### config.mk
export PLATFORM = sky130hd
export DESIGN_NAME = key_debounce_flat
export DESIGN_NICKNAME = d
export VERILOG_FILES = /design/src/rtl/key_debounce_if.sv /design/src/rtl/key_debounce.sv /design/src/flat_wrapper.sv
export SDC_FILE = /design/constraint.sdc
export NUM_CORES = 1
export LEC_CHECK = 0
export ABC_AREA = 1
export BUFFER_PORTS_ARGS = -buffer_cell sky130_fd_sc_hd__buf_2
export CORE_MARGIN = 5
export CORE_UTILIZATION = 62
export CTS_CLUSTER_DIAMETER = 150
export DETAILED_ROUTE_END_ITERATION = 8
export PLACE_DENSITY = 0.85
export SYNTH_ARGS = -nofsm -noshare
export SYNTH_HDL_FRONTEND = slang
export SYNTH_SLANG_ARGS = --single-unit
### constraint.sdc
create_clock -name clk -period 2 [get_ports clk]
set_input_delay 0.2 -clock clk [delete_from_list [all_inputs] [get_ports clk]]
set_output_delay 0.2 -clock clk [all_outputs]
set_load 0.02 [all_outputs]
### src/rtl/key_debounce_if.sv
`default_nettype none
// ============================================================================
// Module   : key_debounce_if
// Brief    : Raw key pin in, debounced level / strobes / press counter out.
// Revision : 1.0  initial release
// ============================================================================
interface key_debounce_if;
    logic       key_in;
    logic       key_level;
    logic       key_press;
    logic       key_release;
    logic       key_long;
    logic [7:0] press_count;

    modport master (
        output key_in,
        input  key_level, key_press, key_release, key_long, press_count
    );

    modport slave (
        input  key_in,
        output key_level, key_press, key_release, key_long, press_count
    );
endinterface
`default_nettype wire

### src/rtl/key_debounce.sv
`default_nettype none
// ============================================================================
// Module   : key_debounce
// Brief    : Synchronise and debounce a push-button; registered level,
//            press/release/long-press strobes and a wrapping press counter.
// Revision : 1.0  initial release
// ============================================================================
module key_debounce #(
    parameter int DEBOUNCE_CYCLES = 1_000_000,
    parameter int LONG_CYCLES     = 50_000_000,
    parameter bit ACTIVE_LOW      = 1'b1
) (
    input wire            clk,
    input wire            rst,
    key_debounce_if.slave kb
);

    localparam int DB_W   = $clog2(DEBOUNCE_CYCLES);
    localparam int HOLD_W = $clog2(LONG_CYCLES + 1);

    localparam logic [DB_W-1:0]   c_db_last   = DB_W'(DEBOUNCE_CYCLES - 1);
    localparam logic [HOLD_W-1:0] c_hold_last = HOLD_W'(LONG_CYCLES - 1);
    localparam logic [HOLD_W-1:0] c_hold_sat  = HOLD_W'(LONG_CYCLES);

    localparam logic [1:0] c_st_released    = 2'd0;
    localparam logic [1:0] c_st_press_chk   = 2'd1;
    localparam logic [1:0] c_st_held        = 2'd2;
    localparam logic [1:0] c_st_release_chk = 2'd3;

    logic              r_sync1, r_sync2;
    logic [1:0]        r_state;
    logic [DB_W-1:0]   r_db_cnt;
    logic [HOLD_W-1:0] r_hold_cnt;
    logic              r_long_done;
    logic              r_level, r_press, r_release, r_long;
    logic [7:0]        r_count;

    logic              w_raw;
    logic [1:0]        w_state_nxt;
    logic [DB_W-1:0]   w_db_nxt;
    logic [HOLD_W-1:0] w_hold_nxt;
    logic              w_long_done_nxt;
    logic              w_level_nxt, w_press_nxt, w_release_nxt, w_long_nxt;
    logic [7:0]        w_count_nxt;

    // Synchroniser idles at the released pin level so reset never looks like a press.
    always_ff @(posedge clk or posedge rst) begin
        if (rst) begin
            r_sync1 <= ACTIVE_LOW;
            r_sync2 <= ACTIVE_LOW;
        end else begin
            r_sync1 <= kb.key_in;
            r_sync2 <= r_sync1;
        end
    end

    assign w_raw = r_sync2 ^ ACTIVE_LOW;

    always_ff @(posedge clk or posedge rst) begin
        if (rst) begin
            r_state     <= c_st_released;
            r_db_cnt    <= '0;
            r_hold_cnt  <= '0;
            r_long_done <= 1'b0;
            r_level     <= 1'b0;
            r_press     <= 1'b0;
            r_release   <= 1'b0;
            r_long      <= 1'b0;
            r_count     <= 8'd0;
        end else begin
            r_state     <= w_state_nxt;
            r_db_cnt    <= w_db_nxt;
            r_hold_cnt  <= w_hold_nxt;
            r_long_done <= w_long_done_nxt;
            r_level     <= w_level_nxt;
            r_press     <= w_press_nxt;
            r_release   <= w_release_nxt;
            r_long      <= w_long_nxt;
            r_count     <= w_count_nxt;
        end
    end

    always_comb begin
        w_state_nxt     = r_state;
        w_db_nxt        = r_db_cnt;
        w_hold_nxt      = r_hold_cnt;
        w_long_done_nxt = r_long_done;
        w_level_nxt     = r_level;
        w_press_nxt     = 1'b0;
        w_release_nxt   = 1'b0;
        w_long_nxt      = 1'b0;
        w_count_nxt     = r_count;

        case (r_state)
            c_st_released: begin
                if (w_raw) begin
                    w_state_nxt = c_st_press_chk;
                    w_db_nxt    = '0;
                end
            end
            c_st_press_chk: begin
                if (!w_raw) begin
                    w_state_nxt = c_st_released;
                end else if (r_db_cnt == c_db_last) begin
                    w_state_nxt     = c_st_held;
                    w_press_nxt     = 1'b1;
                    w_level_nxt     = 1'b1;
                    w_count_nxt     = r_count + 8'd1;
                    w_hold_nxt      = '0;
                    w_long_done_nxt = 1'b0;
                end else begin
                    w_db_nxt = r_db_cnt + 1'b1;
                end
            end
            c_st_held: begin
                if (r_hold_cnt == c_hold_last && !r_long_done) begin
                    w_long_nxt      = 1'b1;
                    w_long_done_nxt = 1'b1;
                end
                // The edge that leaves for the release check does not count as held time.
                if (!w_raw) begin
                    w_state_nxt = c_st_release_chk;
                    w_db_nxt    = '0;
                end else if (r_hold_cnt != c_hold_sat) begin
                    w_hold_nxt = r_hold_cnt + 1'b1;
                end
            end
            c_st_release_chk: begin
                if (w_raw) begin
                    w_state_nxt = c_st_held;
                    w_db_nxt    = '0;
                end else if (r_db_cnt == c_db_last) begin
                    w_state_nxt     = c_st_released;
                    w_release_nxt   = 1'b1;
                    w_level_nxt     = 1'b0;
                    w_hold_nxt      = '0;
                    w_long_done_nxt = 1'b0;
                end else begin
                    w_db_nxt = r_db_cnt + 1'b1;
                end
            end
            default: begin
                w_state_nxt = c_st_released;
            end
        endcase
    end

    assign kb.key_level   = r_level;
    assign kb.key_press   = r_press;
    assign kb.key_release = r_release;
    assign kb.key_long    = r_long;
    assign kb.press_count = r_count;

endmodule
`default_nettype wire

### src/flat_wrapper.sv
// flat-port wrapper written by rule: the top's interface ports become plain ports
module key_debounce_flat 
#(
    parameter int DEBOUNCE_CYCLES = 1_000_000,
    parameter int LONG_CYCLES     = 50_000_000,
    parameter bit ACTIVE_LOW      = 1'b1
)
  (clk, rst, kb_key_in, kb_key_level, kb_key_press, kb_key_release, kb_key_long, kb_press_count);
  key_debounce_if kb_i ();
  input wire clk;
  input wire rst;
  input wire logic [$bits(kb_i.key_in)-1:0] kb_key_in;
  output wire logic [$bits(kb_i.key_level)-1:0] kb_key_level;
  output wire logic [$bits(kb_i.key_press)-1:0] kb_key_press;
  output wire logic [$bits(kb_i.key_release)-1:0] kb_key_release;
  output wire logic [$bits(kb_i.key_long)-1:0] kb_key_long;
  output wire logic [$bits(kb_i.press_count)-1:0] kb_press_count;
  assign kb_i.key_in = kb_key_in;
  assign kb_key_level = kb_i.key_level;
  assign kb_key_press = kb_i.key_press;
  assign kb_key_release = kb_i.key_release;
  assign kb_key_long = kb_i.key_long;
  assign kb_press_count = kb_i.press_count;
  key_debounce #(.DEBOUNCE_CYCLES(DEBOUNCE_CYCLES), .LONG_CYCLES(LONG_CYCLES), .ACTIVE_LOW(ACTIVE_LOW)) u_core (.clk(clk), .rst(rst), .kb(kb_i));
endmodule
==> results of run 1 <==
[logic make-up after synthesis]
group | count (synthesis) | synth area share (%)
fa+ha+maj | 4 | 1.22
xor+xnor | 19 | 4.06
simple gates | 441 | 45.3
buf+inv | 79 | 7.72
compound gates | 25 | 3.23
flops | 63 | 38.5
[cell usage after synthesis]
| cell type | number | share of area, % |
|---|---|---|
| dfrtp_1 | 61 | 37 |
| nand2_8 | 1 | 0.49 |
| o21ai_0 | 9 | 1.1 |
| nand3_2 | 2 | 0.49 |
| nor3_1 | 11 | 1.3 |
| nand2_2 | 3 | 0.46 |
| nor2_1 | 112 | 10 |
| nand4_1 | 15 | 2.3 |
| buf_6 | 2 | 0.55 |
| dfstp_2 | 2 | 1.3 |
| xor2_1 | 12 | 2.6 |
| nand2_4 | 1 | 0.27 |
| ha_1 | 4 | 1.2 |
| inv_1 | 61 | 5.6 |
| nor2_2 | 3 | 0.46 |
| buf_2 | 4 | 0.49 |
| nand3_1 | 54 | 6.6 |
| xnor2_1 | 7 | 1.5 |
| o21bai_1 | 3 | 0.55 |
| or2_2 | 1 | 0.15 |
| a21oi_1 | 7 | 0.85 |
| clkbuf_1 | 2 | 0.18 |
| o21ai_1 | 6 | 0.73 |
| nor4_1 | 1 | 0.15 |
| nor3_2 | 2 | 0.49 |
| inv_2 | 10 | 0.92 |
| nor2_4 | 2 | 0.55 |
| nand2_1 | 233 | 21 |
[per-stage QoR]
stage                     std cells  setup slack (ps)  util [%]
after floorplan                 631               234         -
after global placement          722               110      67.2
after detailed placement        722              52.0      67.2
after CTS                       740              50.3      71.0
after global routing            742              23.6      72.0
final                           742               162      72.0
[sequential cells by signal, summed over array words and instances, names as in the netlist, named ones only]
name,count
u_core.kb.key_level,1
u_core.kb.key_long,1
u_core.kb.key_press,1
u_core.kb.key_release,1
u_core.kb.press_count,8
u_core.r_db_cnt,20
u_core.r_hold_cnt,26
u_core.r_long_done,1
u_core.r_state,1
u_core.r_sync1,1
u_core.r_sync2,1
[path summary, 6_finish.rpt]
kind / cells past startpoint / start / slack [ps] / end
max in group asynchronous: 4 / rst / 1240 / u_core.r_sync1
worst max-delay path: 9 / u_core.r_db_cnt[0] / 160 / u_core.r_hold_cnt[22]
min in group asynchronous: 4 / rst / 450 / u_core.r_db_cnt[13]
worst min register to register: 0 / u_core.r_sync1 / 360 / u_core.r_sync2
worst max register to register: 9 / u_core.r_db_cnt[0] / 160 / u_core.r_hold_cnt[22]
worst min-delay path: 0 / u_core.r_sync1 / 360 / u_core.r_sync2
[worst max-delay path, cell delays in order (launching register included)]
cell and delay [ps]:
dfrtp_1 430, ha_4 180, nand2_2 90, nor3_4 310, nand3_4 150, nor2_2 120
nor2_1 110, nor2_2 240, nand2_1 80, nand2_1 60
[where the power goes]
group | internal (uW) | total (uW) | switching, uW
Sequential | 1290 | 1310 | 20.1
Combinational | 36.5 | 118 | 81.8
Clock | 736 | 1250 | 517
Total | 2060 | 2680 | 619
[routing by layer]
layer | global-route usage, % | vias to the layer above
met4 | 7.21 | 0
li1 | - | 2029
met1 | 31.8 | 1829
met2 | 40.0 | 146
met5 | 0 | -
met3 | 6.12 | 20
[final cells by class]
type | instances | area (sq um)
tap | 77 | 96.3
clock inverter | 5 | 81.3
multi-input combinational | 491 | 2260
clock buffer | 11 | 141
sequential | 63 | 1580
fill | 516 | 1790
inverter | 71 | 269
timing repair buffer | 24 | 166
[timing repair]
| action | CTS | global route |
|---|---|---|
| hold buffers | 2 | 0 |
| resized for setup | 0 | 10 |
| hold endpoints to repair | 62 | 0 |
| endpoints found under the setup margin | 0 | 22 |
==> reports/results.tsv, run 1 <==
stage	metric	value	unit
status	status	completed	
drt	Final ANT Viol Nets	0	
placement	placed cell area	4290	sq um
logic_synthesis	Post-Syn Area	4100	sq um
drt	1st-iter DRT viols	323	
drt	WL/cell	13.4	um
logic_synthesis	sequential element share of the synthesized area	38.5	%
drt	Detail Route met3 WL	646	um
sta	Relative slew margins	74.7	%
drt	M1 WL	4.45	mm
drt	total number of vias	4024	
drt	DRC	0	
clock_network	Worst-path clk slew	70	ps
flow_run	Max-Cap Viols	0	
floorplan	Die H	91.3	um
sta	Least-Margin Pin Slew	376	ps
clock_network	Clk Latency, worst-skew pair	350	ps
finish	share of layout cells above drive strength 1	10.5	%
worst_setup_path	WP data arrival	2120	ps
floorplan	Die ar.	8340	sq um
placement	Port Buffers	14	
global_routing	first-pass GRT wire length	16.8	mm
sta	Tmin final	1840	ps
placement	Final Wtd Congestion	0.966	
finish	area grow syn2layout	12.1	%
power_and_ir_drop	VDD IR max	539	uV
floorplan	FP Rows	29	
sta	RSZ-0062 raised after global routing	no	
drt	drt total wl	9.92	mm
power_and_ir_drop	P_leak	0.00217	uW
worst_setup_path	critical path required time	2280	ps
global_routing	largest net degree at the start of global routing	64	
power_and_ir_drop	Pwr Density	583	nW/um^2
logic_synthesis	Post-Syn Area per Cell	6.50	sq um
worst_hold_path	Hold Path Class	flip-flop to flip-flop	
logic_synthesis	synth warn	0	
drt	Pre-Repair DR Iteration Count	5	
worst_setup_path	CP Class	flip-flop to flip-flop	
finish	highest-count cells in the layout ignoring fill and taps	nand2_1, nor2_1, dfrtp_1	
worst_setup_path	CP startpoint kind	flip-flop	
floorplan	Die X	91.3	um
logic_synthesis	Synth cell types	28	
clock_network	clk root buf	clkbuf_8	
clock_network	CTS tree	done	
logic_synthesis	syn_nets	638	
worst_setup_path	CP Max Fanout	5	
clock_network	Setup Fix Bufs, Post-CTS	0	
global_routing	vias in the first global route	3641	
sta	Final setup viols	0	
clock_network	CTS Buf Count	9	
clock_network	maximum root-to-sink buffer count	2	
logic_synthesis	cell count after synthesis	631	
placement	DP Wirelength	7.06	mm
sta	hold_ws	356	ps
finish	nets@finish	667	
sta	Post-Route Setup TNS	0	ps
sta	max frequency	0.544	GHz
power_and_ir_drop	Overall Power	2680	uW
worst_setup_path	crit end category	flip-flop	
clock_network	# H-tree levels	3	
drt	DR vias/cell	5.42	
sta	final worst-path cycle share	91.9	%
sta	worst clock skew	6.52	ps
sta	max-slew violation count	0	
clock_network	CTS sink cnt	63	
floorplan	Starting Density	64.2	%
global_routing	initial antenna violation count	0	
drt	met2 wire length	4.65	mm
logic_synthesis	Yosys reg bits	63	
sta	Final Hold Viols	0	
floorplan	I/O pins	15	
global_routing	total gr overflow	0	
finish	commonest non-fill, non-tap cell in the layout	nand2_1	
finish	Final Cell Area	4600	sq um
global_routing	all-layer global routing usage	24.3	%
drt	Top Metal Used	met4	
finish	# diodes	0	
floorplan	core footprint	6390	sq um
No activity file was read; power rests on OpenSTA's default activity.
==> run 2, diff against run 1 <==
--- a/config.mk
+++ b/config.mk
@@ -5,13 +5,12 @@
 export SDC_FILE = /design/constraint.sdc
 export NUM_CORES = 1
 export LEC_CHECK = 0
-export ABC_AREA = 1
 export BUFFER_PORTS_ARGS = -buffer_cell sky130_fd_sc_hd__buf_2
 export CORE_MARGIN = 5
-export CORE_UTILIZATION = 62
+export CORE_UTILIZATION = 61
 export CTS_CLUSTER_DIAMETER = 150
 export DETAILED_ROUTE_END_ITERATION = 8
-export PLACE_DENSITY = 0.85
+export PLACE_DENSITY = 0.84
 export SYNTH_ARGS = -nofsm -noshare
 export SYNTH_HDL_FRONTEND = slang
 export SYNTH_SLANG_ARGS = --single-unit
==> reports/results.tsv, run 2 <==
stage	metric	value	unit
floorplan	FP Rows	26	
global_routing	vias in the first global route	2697	
finish	area grow syn2layout	20.2	%
drt	DRC	0	
logic_synthesis	share of the synthesized area in the top cell type	47.1	%
floorplan	Starting Density	63.1	%
drt	total number of vias	2743	
worst_hold_path	WHS Endpoint	u_core.r_sync2	
clock_network	CTS tree	done	
sta	worst clock skew	10.5	ps
worst_setup_path	Reg-to-Reg End	u_core.kb.press_count[1]	
drt	Pre-Repair DR Iteration Count	5	
finish	share of layout cells above drive strength 1	21.7	%
power_and_ir_drop	Pwr Density	621	nW/um^2
logic_synthesis	Post-Syn Area per Cell	9.65	sq um
logic_synthesis	xor/xnor cell area share of the yosys netlist	11.1	%
logic_synthesis	Post-synth top cells	dfrtp_1, nor2_1, nand2_1	
power_and_ir_drop	sequential power share	54.0	%
floorplan	Die ar.	6870	sq um
power_and_ir_drop	switching part of the total	24.9	%
sta	Tmin final	2140	ps
logic_synthesis	synth top area cells	dfrtp_1, xnor2_1, nor2_1	
sta	max-slew violation count	0	
clock_network	Worst-path clk slew	80	ps
finish	commonest non-fill, non-tap cell in the layout	dfrtp_1	
status	failing checks	negative setup slack	
floorplan	Die H	82.9	um
sta	Relative slew margins	59.4	%
logic_synthesis	Yosys reg bits	63	
logic_synthesis	mux cell area share after synthesis	0.965	%
finish	Util after Layout	75.8	%
power_and_ir_drop	VDD IR max	587	uV
sta	Final setup viols	15	
global_routing	all-layer global routing usage	22.5	%
finish	multi-input logic area	1640	sq um
sta	max frequency	0.466	GHz
status	status	complete, but fails checks	
drt	drt total wl	7.29	mm
finish	nets@finish	393	
clock_network	maximum root-to-sink buffer count	2	
sta	RSZ-0062 raised after global routing	yes	
sta	Final Hold Viols	0	
placement	Port Buffers	14	
power_and_ir_drop	P_leak	0.00178	uW
logic_synthesis	main combinational cell family by area after synthesis	simple AND/OR/NAND/NOR gates	
worst_setup_path	Worst R2R Path Depth	5	
global_routing	total gr overflow	0	
power_and_ir_drop	NetSw	603	uW
global_routing	initial antenna violation count	0	
floorplan	I/O pins	15	
logic_synthesis	synth warn	0	
sta	Least-Margin Pin Slew	608	ps
logic_synthesis	Synth cell types	51	
clock_network	CTS Buf Count	9	
placement	DP Wirelength	4.76	mm
finish	# diodes	0	
clock_network	# H-tree levels	3	
worst_setup_path	WP data arrival	2380	ps
drt	1st-iter DRT viols	168	
finish	highest-count cells in the layout ignoring fill and taps	dfrtp_1, nor2_1, buf_4	
global_routing	largest net degree at the start of global routing	39	
global_routing	first-pass GRT wire length	12.7	mm
finish	max reg flops	26	
worst_setup_path	CP Max Fanout	8	
drt	WL/cell	15.8	um
power_and_ir_drop	combinational share of power	4.4	%
floorplan	Die X	82.9	um
logic_synthesis	cell count after synthesis	336	
logic_synthesis	most common cell in the synthesized netlist	dfrtp_1	
worst_hold_path	WHS Path Cells	0	
sta	post-route setup slack	-144	ps
clock_network	clk root buf	clkbuf_8	
logic_synthesis	Compound-Gate Fraction of Synth Area	6.64	%
worst_hold_path	Hold Path Class	flip-flop to flip-flop	
power_and_ir_drop	internal power	1820	uW
worst_setup_path	CP Class	flip-flop to flip-flop	
clock_network	CTS sink cnt	63	
clock_network	Clk Latency, worst-skew pair	350	ps
logic_synthesis	Adder-Cell Fraction of Synth Area	1.54	%
logic_synthesis	area leader, netlist	dfrtp_1	
logic_synthesis	sequential element share of the synthesized area	48.7	%
finish	Sequential Area	1580	sq um
finish	Filler cells	350	
worst_setup_path	FF-to-FF Start	u_core.r_db_cnt[7]	
power_and_ir_drop	Clk pwr share	41.6	%
drt	DR vias/cell	5.95	
worst_hold_path	critical hold path startpoint	u_core.r_sync1	
worst_setup_path	worst reg2reg setup slack	-140	ps
worst_setup_path	CP startpoint kind	flip-flop	
floorplan	core footprint	5140	sq um
drt	Final ANT Viol Nets	0	
placement	Final Wtd Congestion	0.885	
logic_synthesis	async set-or-reset flop fraction in the synthesized netlist	100	%
worst_setup_path	critical path required time	2240	ps
logic_synthesis	Synth Area in Simple Gates	28.5	%
finish	Largest Register	u_core.r_hold_cnt	
flow_run	Max-Cap Viols	0	
logic_synthesis	syn_nets	343	
power_and_ir_drop	Overall Power	2420	uW
worst_setup_path	crit end category	flip-flop	
sta	final worst-path cycle share	107	%
logic_synthesis	ys flop type	dfrtp_1	
logic_synthesis	number of enable flip-flop cells after synthesis	0	
logic_synthesis	Post-Syn Area	3240	sq um
==> run 2: cell types whose count changed after synthesis, moves of 4 or more <==
cell,delta
nand2_1,-206
and3_1,+8
nor2_1,-66
xnor2_1,+17
nor4_1,+7
inv_2,-10
nand4_1,+4
xor2_1,+5
o21ai_1,-6
nand3_1,-36
and2_1,+6
inv_1,-53
==> run 2: how the worst max path moves through the flow <==
| stage | from | to | slack (ps) | depth (start not counted) |
|---|---|---|---|---|
| 3_3_place_gp | u_core.r_db_cnt[7] | u_core.kb.press_count[1] | -150 | 4 |
| 3_5_place_dp | u_core.r_db_cnt[7] | u_core.kb.press_count[3] | -210 | 5 |
| 6_report | u_core.r_db_cnt[7] | u_core.kb.press_count[1] | -140 | 5 |
| 2_1_floorplan | u_core.r_db_cnt[7] | u_core.kb.press_count[1] | -140 | 5 |
| 5_1_grt | u_core.r_db_cnt[7] | u_core.kb.press_count[5] | -210 | 6 |
| 4_1_cts | u_core.r_db_cnt[7] | u_core.kb.press_count[5] | -130 | 6 |
==> run 2: timing repair <==
item,CTS,global route
endpoints found under the hold margin,26,0
endpoints found under the setup margin,43,45
setup buffers,2,0
hold buffers,2,0
gates resized for setup,4,6
pin swaps,2,1
==> run 2: per-stage QoR <==
stage | std cells | setup TNS (ps) | area [sq um] | setup WS, ps | hold WS [ps]
global placement | 441 | -1140 | 3640 | -151 | 270
finish | 461 | -1040 | 3900 | -144 | 360
CTS | 461 | -3020 | 3870 | -127 | 361
detailed placement | 441 | -3670 | 3640 | -214 | 275
global route | 461 | -4900 | 3900 | -211 | 365
floorplan | 336 | -1090 | 3280 | -141 | 204
==> run 2: power by group through the flow <==
stage | Combinational [uW] | Sequential, uW | Clock, uW
2_1_floorplan | 64.1 | 1330 | 0
3_3_place_gp | 100 | 1330 | 0
3_5_place_dp | 101 | 1330 | 0
4_1_cts | 106 | 1310 | 1020
5_1_grt | 122 | 1310 | 1090
6_report | 107 | 1310 | 1010
==> run 2: area by class of cell <==
type	count	area share, %
Clock inverter	6	1.19
Multi-Input combinational cell	253	42.0
Clock buffer	10	3.53
Timing Repair Buffer	51	9.76
Sequential cell	63	40.5
Inverter	8	0.770
Tap cell	70	2.25
==> run 2: kinds of logic (layout without fill, tap and decap cells) <==
logic type | count (synthesis) | after routing
AND/OR/NAND/NOR | 172 | 172
buffers and inverters | 20 | 75
adder cells (fa/ha/maj) | 4 | 4
AO/OA/AOI/OAI | 33 | 33
multiplexers | 3 | 3
XOR/XNOR | 41 | 41
flip-flops | 63 | 63
==> run 2: worst max-delay path: stages, from the launching register on <==
cell and delay (ps):
dfrtp_1 380, or4b_1 520, or4_4 480, nor3_4 210, buf_6 150, mux2_4 290
==> run 2: layer usage <==
metal  GRT usage, %  routed length [um]  vias up
li1               -                   -     1294
met1           28.2                3070     1349
met2           36.7                3710       83
met3           7.33                 377       17
met4           7.58                 133        0
met5              0                   0        -
==> run 3, diff against run 2 <==
--- a/config.mk
+++ b/config.mk
@@ -6,6 +6,7 @@
 export NUM_CORES = 1
 export LEC_CHECK = 0
 export BUFFER_PORTS_ARGS = -buffer_cell sky130_fd_sc_hd__buf_2
+export CORE_ASPECT_RATIO = 1.75
 export CORE_MARGIN = 5
 export CORE_UTILIZATION = 61
 export CTS_CLUSTER_DIAMETER = 150
==> reports/results.tsv, run 3 (synthesis results as in run 2) <==
stage	metric	value	unit
status	status	complete, but fails checks	
status	failing checks	negative setup slack	
sta	Least-Margin Pin Slew	564	ps
floorplan	I/O pins	15	
placement	Final Wtd Congestion	0.982	
floorplan	Die ar.	6930	sq um
worst_setup_path	critical path required time	2220	ps
worst_hold_path	WHS Path Cells	0	
power_and_ir_drop	VDD IR max	617	uV
drt	drt total wl	8.67	mm
worst_setup_path	FF-to-FF Start	u_core.r_db_cnt[7]	
worst_setup_path	CP Class	flip-flop to flip-flop	
clock_network	maximum root-to-sink buffer count	2	
drt	total number of vias	2953	
worst_setup_path	crit path max-delay cell type	or4b_4	
placement	Port Buffers	14	
worst_setup_path	WP data arrival	2400	ps
sta	final worst-path cycle share	109	%
sta	RSZ-0062 raised after global routing	yes	
clock_network	CTS Buf Count	9	
clock_network	Clk Latency, worst-skew pair	350	ps
worst_setup_path	worst reg2reg setup slack	-180	ps
floorplan	Die H	106	um
finish	Sequential Area	1580	sq um
clock_network	# H-tree levels	3	
drt	DR vias/cell	6.41	
worst_setup_path	CP startpoint kind	flip-flop	
drt	1st-iter DRT viols	249	
worst_setup_path	CP Max Fanout	6	
drt	Pre-Repair DR Iteration Count	5	
global_routing	total gr overflow	0	
finish	multi-input logic area	1750	sq um
sta	max frequency	0.459	GHz
power_and_ir_drop	Overall Power	2520	uW
finish	commonest non-fill, non-tap cell in the layout	dfrtp_1	
sta	post-route setup slack	-180	ps
clock_network	CTS tree	done	
floorplan	Starting Density	62.2	%
worst_setup_path	most frequent CP cell	buf_6	
sta	Final setup viols	45	
drt	Final ANT Viol Nets	0	
worst_setup_path	crit-path cells	buf_6, or4b_4, nor4_4, buf_4, nor3b_4, buf_6, o32a_1, o22ai_1	
flow_run	Max-Cap Viols	0	
global_routing	initial antenna violation count	0	
sta	max-slew violation count	0	
worst_setup_path	Largest stage delay, worst path	530	ps
sta	Tmin final	2180	ps
clock_network	CTS sink cnt	63	
worst_hold_path	WHS Endpoint	u_core.r_sync2	
finish	Largest Register	u_core.r_hold_cnt	
sta	Final Hold Viols	0	
power_and_ir_drop	Pwr Density	606	nW/um^2
floorplan	core footprint	5210	sq um
global_routing	vias in the first global route	2934	
floorplan	Die X	65.1	um
finish	share of layout cells above drive strength 1	29.1	%
placement	DP Wirelength	5.39	mm
clock_network	clk root buf	clkbuf_8	
finish	Filler cells	316	
drt	DRC	0	
floorplan	FP Rows	35	
global_routing	first-pass GRT wire length	13.8	mm
finish	max reg flops	26	
sta	Relative slew margins	62.4	%
worst_hold_path	critical hold path startpoint	u_core.r_sync1	
finish	# diodes	0	
worst_setup_path	Reg-to-Reg End	u_core.r_hold_cnt[1]	
worst_setup_path	Worst R2R Path Depth	8	
placement	DP Worst Slack	-181	ps
finish	nets@finish	408	
drt	WL/cell	18.8	um
clock_network	Worst-path clk slew	70	ps
power_and_ir_drop	P_leak	0.00190	uW
worst_setup_path	crit end category	flip-flop	
worst_hold_path	Hold Path Class	flip-flop to flip-flop	
global_routing	all-layer global routing usage	26.1	%
sta	worst clock skew	11.4	ps
global_routing	largest net degree at the start of global routing	39	
finish	highest-count cells in the layout ignoring fill and taps	dfrtp_1, buf_4, nor2_1	
finish	area grow syn2layout	28.4	%
-- run 3: cell types whose count changed in the layout (fill, tap and decap cells not counted), moves of 2 or more --
| cell | change |
|---|---|
| buf_6 | +3 |
| buf_4 | +8 |
| nor4_4 | +2 |
| nor2_1 | -9 |
| clkinv_2 | +2 |
| nor2_4 | +4 |
| nand3_1 | -2 |
| nor4_2 | -2 |
| nor2_2 | +5 |
| or4b_1 | -2 |
| clkinv_4 | -2 |
| or4b_4 | +2 |
| nand3_2 | +2 |
-- run 3: metrics by stage --
step	cells	area (sq um)	utilization (%)	TNS, ps	hold WS, ps
6_report	461	4160	79.9	-4160	365
5_1_grt	461	4160	79.9	-6330	378
4_1_cts	458	4030	77.3	-2730	371
3_5_place_dp	434	3680	70.6	-3530	275
3_3_place_gp	434	3680	70.6	-2910	272
2_1_floorplan	336	3280	-	-1090	204
-- run 3: critical path: cells and delay by family (launching register included) --
family                 cells  cell delay [ps]
AOI/OAI and AO/OA          2              290
and+or+nand+nor            3              880
DFF                        1              410
buffers and inverters      3              460
-- run 3: layout make-up --
class                      count  area share (%)
multi-input combinational    253            42.1
sequential                    63            37.9
timing repair buffer          66            13.0
clock buffer                  10            3.07
tap                           55            1.65
clock inverter                 6            1.47
inverter                       8           0.721
-- run 3: worst max path at each step --
stage	start	to	slack (ps)	cells past startpoint
final	u_core.r_db_cnt[7]	u_core.r_hold_cnt[1]	-180	8
after global routing	u_core.r_db_cnt[7]	u_core.r_hold_cnt[1]	-210	8
after CTS	u_core.r_db_cnt[7]	u_core.r_hold_cnt[19]	-140	8
after detailed placement	u_core.r_db_cnt[7]	u_core.r_db_cnt[4]	-180	6
after global placement	u_core.r_db_cnt[7]	u_core.kb.press_count[1]	-140	5
after floorplan	u_core.r_db_cnt[7]	u_core.kb.press_count[1]	-140	5
-- run 3: timing repair --
action,CTS,global route
endpoints found under the setup margin,46,44
gates cloned,2,0
endpoints found under the hold margin,25,0
pin swaps,6,11
hold buffers,2,0
buffers inserted,4,3
gates resized for setup,18,25
-- run 3: per-layer routing --
layer	up-vias	share of wire, %	routed length [um]	GRT usage, %
li1	1322	-	-	-
met1	1425	35	3050	29.2
met2	146	53	4630	45.3
met3	60	5.0	434	5.50
met4	0	6.4	559	14.1
met5	-	0	0	0
-- run 3: power by group --
group / internal, uW / leakage, uW / switching, uW
logic: 46.6 / 0.000933 / 74.5
clock network: 571 / 0.0000960 / 531
registers: 1290 / 0.000869 / 12.6
